**src/rtl/riscv_pkg.sv**
```systemverilog
// rtl/riscv_pkg.sv - shared RV32 constants and the M-extension op encodings
//
// Holds XLEN, the funct3 encodings of the M-extension ops, and the opcode/funct7
// values the decoder uses to route M-ops to muldiv_seq instead of the ALU.
// Also holds the muldiv_seq FSM state type.
package riscv_pkg;

  localparam int XLEN = 32;

  localparam logic [6:0] OPCODE_OP     = 7'b0110011;
  localparam logic [6:0] FUNCT7_MULDIV = 7'b0000001;

  typedef enum logic [2:0] {
    MD_MUL    = 3'b000,
    MD_MULH   = 3'b001,
    MD_MULHSU = 3'b010,
    MD_MULHU  = 3'b011,
    MD_DIV    = 3'b100,
    MD_DIVU   = 3'b101,
    MD_REM    = 3'b110,
    MD_REMU   = 3'b111
  } muldiv_op_e;

  typedef enum logic [1:0] {
    S_IDLE  = 2'd0,
    S_CALC  = 2'd1,
    S_FIXUP = 2'd2,
    S_DONE  = 2'd3
  } muldiv_state_e;

  // True when an R-type instruction belongs to the multiply/divide unit.
  function automatic logic is_muldiv(input logic [6:0] opcode, input logic [6:0] funct7);
    return (opcode == OPCODE_OP) && (funct7 == FUNCT7_MULDIV);
  endfunction

endpackage

```
**src/rtl/muldiv_seq.sv**
```systemverilog
// rtl/muldiv_seq.sv - iterative RV32M multiply/divide sequencer
//
// One M-op at a time: radix-2 shift-add multiply or restoring divide on operand
// magnitudes, followed by a sign fixup and a one-cycle done pulse. Holds the
// pipeline through stall while the op is running.
//
// Ports:
//   clk     in   1     clock, rising edge
//   rst_n   in   1     asynchronous active-low reset
//   start   in   1     valid M-op present in EX (only looked at in IDLE)
//   funct3  in   3     M-op select (mul/mulh/mulhsu/mulhu/div/divu/rem/remu)
//   op_a    in   XLEN  rs1 value, sampled with start
//   op_b    in   XLEN  rs2 value, sampled with start
//   flush   in   1     abort the current op, return to IDLE without done
//   busy    out  1     op in progress (CALC or FIXUP)
//   stall   out  1     freeze IF/ID/EX
//   done    out  1     one-cycle pulse, result valid
//   result  out  XLEN  last completed result, held until the next done
module muldiv_seq
  import riscv_pkg::*;
#(
  parameter int XLEN = riscv_pkg::XLEN
) (
  input  logic            clk,
  input  logic            rst_n,
  input  logic            start,
  input  logic [2:0]      funct3,
  input  logic [XLEN-1:0] op_a,
  input  logic [XLEN-1:0] op_b,
  input  logic            flush,
  output logic            busy,
  output logic            stall,
  output logic            done,
  output logic [XLEN-1:0] result
);

  localparam int CNT_W = $clog2(XLEN);
  localparam logic [CNT_W-1:0] LAST_ITER = CNT_W'(XLEN - 1);

  muldiv_state_e   state;
  logic [CNT_W-1:0] count;
  // mul: {product high, product low / remaining multiplier bits}
  // div: {partial remainder, dividend bits shifting out / quotient bits shifting in}
  logic [2*XLEN-1:0] acc;
  logic [XLEN-1:0]   opnd;      // multiplicand magnitude (mul) or divisor magnitude (div)
  logic              neg;       // result must be negated in FIXUP
  logic              is_div;
  logic              sel_hi;    // mulh* : return upper product half
  logic              sel_rem;   // rem*  : return remainder

  // ---------------------------------------------------------------- decode
  logic a_signed, b_signed, dec_div, dec_hi, dec_rem;

  always_comb begin
    a_signed = 1'b0;
    b_signed = 1'b0;
    dec_div  = 1'b0;
    dec_hi   = 1'b0;
    dec_rem  = 1'b0;
    case (muldiv_op_e'(funct3))
      MD_MUL:    begin a_signed = 1'b1; b_signed = 1'b1; end
      MD_MULH:   begin a_signed = 1'b1; b_signed = 1'b1; dec_hi = 1'b1; end
      MD_MULHSU: begin a_signed = 1'b1; dec_hi = 1'b1; end
      MD_MULHU:  begin dec_hi = 1'b1; end
      MD_DIV:    begin a_signed = 1'b1; b_signed = 1'b1; dec_div = 1'b1; end
      MD_DIVU:   begin dec_div = 1'b1; end
      MD_REM:    begin a_signed = 1'b1; b_signed = 1'b1; dec_div = 1'b1; dec_rem = 1'b1; end
      MD_REMU:   begin dec_div = 1'b1; dec_rem = 1'b1; end
      default:   ;
    endcase
  end

  logic            sa, sb;
  logic [XLEN-1:0] a_mag, b_mag;
  logic            start_neg;
  logic            b_zero, div_ovf, special;
  logic [XLEN-1:0] special_val;

  assign sa        = a_signed & op_a[XLEN-1];
  assign sb        = b_signed & op_b[XLEN-1];
  assign a_mag     = sa ? -op_a : op_a;
  assign b_mag     = sb ? -op_b : op_b;
  // Remainder takes the dividend's sign; everything else the product/quotient sign.
  assign start_neg = dec_rem ? sa : (sa ^ sb);

  assign b_zero  = (op_b == '0);
  // Signed overflow: most-negative / -1. Only the signed divide/remainder ops see it.
  assign div_ovf = dec_div & a_signed
                 & (op_a == {1'b1, {(XLEN-1){1'b0}}})
                 & (op_b == {XLEN{1'b1}});
  assign special = dec_div & (b_zero | div_ovf);

  always_comb begin
    special_val = '0;
    if (b_zero)
      special_val = dec_rem ? op_a : {XLEN{1'b1}};
    else
      special_val = dec_rem ? '0 : op_a;
  end

  // ----------------------------------------------------------- loop datapath
  logic [XLEN:0]     add_sum;
  logic [2*XLEN-1:0] mul_next;
  logic [XLEN:0]     shifted;
  logic [XLEN:0]     diff;
  logic              ge;
  logic [2*XLEN-1:0] div_next;

  assign add_sum  = {1'b0, acc[2*XLEN-1:XLEN]} + {1'b0, opnd};
  assign mul_next = acc[0] ? {add_sum, acc[XLEN-1:1]} : {1'b0, acc[2*XLEN-1:1]};

  assign shifted  = acc[2*XLEN-1:XLEN-1];
  assign diff     = shifted - {1'b0, opnd};
  // A set top bit in the shifted remainder already exceeds any XLEN-bit divisor,
  // so the trial subtract cannot go negative in that case.
  assign ge       = shifted[XLEN] | ~diff[XLEN];
  assign div_next = {(ge ? diff[XLEN-1:0] : shifted[XLEN-1:0]), acc[XLEN-2:0], ge};

  // ----------------------------------------------------------------- fixup
  logic [2*XLEN-1:0] prod_fix;
  logic [XLEN-1:0]   quot_fix, rem_fix, fix_val;

  assign prod_fix = neg ? -acc : acc;
  assign quot_fix = neg ? -acc[XLEN-1:0] : acc[XLEN-1:0];
  assign rem_fix  = neg ? -acc[2*XLEN-1:XLEN] : acc[2*XLEN-1:XLEN];

  always_comb begin
    fix_val = '0;
    if (is_div)
      fix_val = sel_rem ? rem_fix : quot_fix;
    else
      fix_val = sel_hi ? prod_fix[2*XLEN-1:XLEN] : prod_fix[XLEN-1:0];
  end

  // ------------------------------------------------------------------- FSM
  always_ff @(posedge clk or negedge rst_n) begin
    if (!rst_n) begin
      state   <= S_IDLE;
      count   <= '0;
      acc     <= '0;
      opnd    <= '0;
      neg     <= 1'b0;
      is_div  <= 1'b0;
      sel_hi  <= 1'b0;
      sel_rem <= 1'b0;
      busy    <= 1'b0;
      done    <= 1'b0;
      result  <= '0;
    end else if (flush) begin
      state <= S_IDLE;
      busy  <= 1'b0;
      done  <= 1'b0;
    end else begin
      done <= 1'b0;
      case (state)
        S_IDLE: begin
          if (start) begin
            count   <= '0;
            neg     <= start_neg;
            is_div  <= dec_div;
            sel_hi  <= dec_hi;
            sel_rem <= dec_rem;
            if (dec_div) begin
              acc  <= {{XLEN{1'b0}}, a_mag};
              opnd <= b_mag;
            end else begin
              acc  <= {{XLEN{1'b0}}, b_mag};
              opnd <= a_mag;
            end
            if (special) begin
              result <= special_val;
              done   <= 1'b1;
              state  <= S_DONE;
            end else begin
              busy  <= 1'b1;
              state <= S_CALC;
            end
          end
        end
        S_CALC: begin
          acc <= is_div ? div_next : mul_next;
          if (count == LAST_ITER)
            state <= S_FIXUP;
          else
            count <= count + 1'b1;
        end
        S_FIXUP: begin
          result <= fix_val;
          done   <= 1'b1;
          busy   <= 1'b0;
          state  <= S_DONE;
        end
        S_DONE: begin
          state <= S_IDLE;
        end
        default: state <= S_IDLE;
      endcase
    end
  end

  assign stall = (start & (state == S_IDLE) & ~flush) | busy;

endmodule
```
**config.mk**
```make
export PLATFORM = sky130hd
export DESIGN_NAME = muldiv_seq
export DESIGN_NICKNAME = d
export VERILOG_FILES = /design/src/rtl/riscv_pkg.sv /design/src/rtl/muldiv_seq.sv
export SDC_FILE = /design/constraint.sdc
export NUM_CORES = 1
export LEC_CHECK = 0
export CORE_MARGIN = 8
export CORE_UTILIZATION = 58
export CTS_CLUSTER_DIAMETER = 30
export CTS_CLUSTER_SIZE = 25
export DETAILED_ROUTE_END_ITERATION = 12
export GPL_TIMING_DRIVEN = 0
export HOLD_SLACK_MARGIN = 0.05
export PLACE_DENSITY_LB_ADDON = 0.15
export SYNTH_ARGS = -nofsm -noshare
export SYNTH_HDL_FRONTEND = slang
export SYNTH_SLANG_ARGS = --single-unit
```
**constraint.sdc**
```tcl
create_clock -name clk -period 4.3 [get_ports clk]
set_input_delay 0.43 -clock clk [delete_from_list [all_inputs] [get_ports clk]]
set_output_delay 0.43 -clock clk [all_outputs]
set_load 0.1 [all_outputs]
```
==> out/results.txt <==
Synth cell types -> 81
Critical Path Fanout Max -> 11
largest family of logic cells by synthesized area -> compound AO/OA/AOI/OAI gates
CTS Sinks -> 141
mux contribution to synthesized area -> 3.74%
H-tree depth -> 4
antenna violations before repair -> 2
Net count, final -> 2337
Cell Pwr Density -> 963 nW/µm²
setup violators final -> 0
fin. max-slew vios -> 0
CP Capture Type -> flip-flop
Synth Instances -> 2066
top sig layer -> met5
setup tns final -> 0 ns
gpl congestion -> 1.08
Syn Nets -> 2213
compound-gate portion of the synthesized area -> 29.9%
clk buf depth -> 2
Die ar. -> 31700 µm²
VDD IR-drop max -> 0.000778 V
adder-cell share of the synthesized area -> 7.05%
Final Hold Fails -> 0
routed length on met1 -> 25200 µm
Synth Area in Simple Gates -> 20.1%
clk_skew -> 0.0195 ns
fin util -> 67.0%
Post-synth EDFFs -> 0
critical path class -> flip-flop to flip-flop
DRT iter0 DRCs -> 2977
Setup WS post-layout -> 0.0113 ns
measured slew at the worst slew-check pin -> 1.11 ns
first-pass GRT wire length -> 99200 µm
leakage power -> 7.06 nW
Mapped Area -> 15300 µm²
largest net degree at the start of global routing -> 97
Die W -> 178 µm
DP Worst Slack -> -0.501 ns
FF+latch area -> 3530 µm²
vias -> 17.8k
routed length on met3 -> 9300 µm
multi-input logic area -> 10900 µm²
total wire length -> 66600 µm
GRT Total Usage -> 41.1%
Synth Register Bits -> 141
Pre-Repair DR Iteration Count -> 6
status -> finished clean
RSZ-0062 raised after global routing -> false
hold crit path type -> input port to asynchronous set/reset pin
Initial Utilization -> 58.9%
Final Cycle Share -> 99.7%
Post-CTS Setup Inserts -> 0
I/O pins -> 106
post-route DRC violation count -> 0
via density per instance -> 7.01
number of global-route vias before repair -> 16.5k
Area growth syn-to-layout -> 13.9%
grt total ovfl -> 0
Reg clk slew, reported paths -> 0.08 ns
clock root cell -> clkbuf_16
post-synthesis xor/xnor area fraction -> 10.5%
wire length on met2 -> 27500 µm
# rows -> 59
f_max -> 233 MHz
post-route ant nets -> 0
sequential area share after synthesis -> 23.1%
share of cells above drive strength 1 -> 4.95%
crit path time final -> 4.29 ns
synth warn -> 0
Top FF cell, synth -> dfrtp_1
Worst slew margin -> 25.2%
Avg Synthesized Cell Area -> 7.38 µm²
async set-reset flop share out of synthesis -> 100%
Worst EP required -> 4.60 ns
dpl hpwl -> 52000 µm
Routed WL per cell -> 26.2 µm
fillers -> 2319
CTS Buf Count -> 17
core area -> 25900 µm²
Worst R2R Path Depth -> 13
CP Launch Type -> flip-flop
CTS tree -> done
Max Cap Violations -> 0
worst-skew pair later-pin latency -> 0.45 ns
die height -> 178 µm
port bufs -> 104
Worst EP arrival -> 4.59 ns
per-stage QoR:
step           std cells  cell area, µm²  hold slack (ns)  power [mW]
3_5_place_dp        2506           16700            0.389        14.4
6_report            2539           17400            0.475        16.7
2_1_floorplan       2066           15300            0.134        10.9
5_1_grt             2538           17400            0.518        17.5
4_1_cts             2539           17400            0.490        16.1
3_3_place_gp        2505           16700            0.464        14.2
placed cells by master, fill, tap and decap left out, drive strengths merged, types with 18 or more instances in the layout:
cell type      instances
a211oi                42
a21o                  39
a21oi                219
buf                   26
clkbuf               147
clkdlybuf4s50        102
dfrtp                141
ha                    74
inv                   78
mux2                  30
mux2i                 21
nand2                226
nand3                 36
nand4                 19
nor2                 185
nor3                  39
nor4                  18
o211ai                45
o21ai                203
o31ai                 30
or3                   26
or4                   23
xnor2                 94
xor2                  88
layout make-up:
class	count	share of cell area [%]
Multi-Input combinational cell	1700	62.6
Sequential cell	141	20.3
Timing Repair Buffer	106	6.23
Buffer	154	3.46
Clock buffer	17	2.45
Tap cell	335	2.41
Inverter	70	1.51
Clock inverter	15	0.944
Antenna cell	1	0.0144
worst paths after layout:
kind,startpoint,to,slack (ns)
setup reg to reg,acc[0],result[0],0.01
hold / removal,rst_n,opnd[21],0.47
setup / recovery,acc[0],result[0],0.01
min in group clk,result[7],result[7],0.49
max in group asynchronous,rst_n,acc[31],2.91
hold reg to reg,result[7],result[7],0.49
state kept, by name, summed over array words and instances, names as in the netlist:
register  cells
state         2
opnd         32
done          1
count         5
busy          1
sel_rem       1
neg           1
result       32
is_div        1
acc          64
sel_hi        1
power breakdown:
group          switching [mW]  internal (mW)  total (mW)  leakage [nW]
clock network           0.738          0.830        1.57         0.283
registers               0.845           1.90        2.75          1.79
logic                    8.31           4.11        12.4          4.99
synth_stat cells (12+ instances only):
| cell type | number | area [µm²] |
|---|---|---|
| nand2_1 | 225 | 845 |
| a21oi_1 | 218 | 1090 |
| nor2_1 | 185 | 694 |
| o21ai_0 | 173 | 866 |
| dfrtp_1 | 141 | 3530 |
| clkbuf_1 | 131 | 492 |
| xnor2_1 | 94 | 823 |
| xor2_1 | 88 | 771 |
| ha_1 | 74 | 926 |
| inv_1 | 67 | 251 |
| o211ai_1 | 45 | 338 |
| a211oi_1 | 42 | 315 |
| a21o_1 | 39 | 293 |
| nor3_1 | 38 | 190 |
| nand3_1 | 36 | 180 |
| mux2_2 | 30 | 338 |
| o31ai_1 | 30 | 225 |
| o21ai_1 | 27 | 135 |
| or3_1 | 22 | 138 |
| mux2i_1 | 21 | 210 |
| nand4_1 | 19 | 119 |
| or4_1 | 19 | 143 |
| buf_1 | 17 | 63.8 |
| nand2b_1 | 17 | 106 |
| o41ai_1 | 17 | 149 |
| nor4_1 | 16 | 100 |
| nor2b_1 | 14 | 87.6 |
| and2_1 | 12 | 75.1 |
| o21a_1 | 12 | 90.1 |
kinds of logic (layout without fill, tap and decap cells):
group	after synthesis	count (layout)
AOI/OAI and AO/OA	728	728
and+or+nand+nor	651	651
adders and majority gates	87	87
other	0	1
xor gates and xnor gates	182	182
muxes	52	52
buffers and inverters	225	362
DFF	141	141
metal layers:
layer  vias up  track usage, %
met5         -               0
met4         4            23.1
met3       307            13.1
met2      1399            60.4
met1      8317            52.5
li1       7759               -
what timing repair did:
item                                    CTS  global route
resized for setup                         1            11
hold buffers                              1             0
endpoints found under the hold margin    45             0
endpoints found under the setup margin    4            27
worst max-delay path: stages (launching register included):
cell and delay [ns]:
dfrtp_1 0.56, clkinv_1 0.28, clkbuf_1 0.49, ha_1 0.32, nand4_1 0.30, or4_1 0.60, or2_1 0.24, buf_2 0.20
nand3_1 0.17, nor2_1 0.06, a221oi_1 0.59, nand2_1 0.10, o21ai_0 0.13, o21ai_0 0.12
Note: power is estimated with default switching activity, not from simulation.
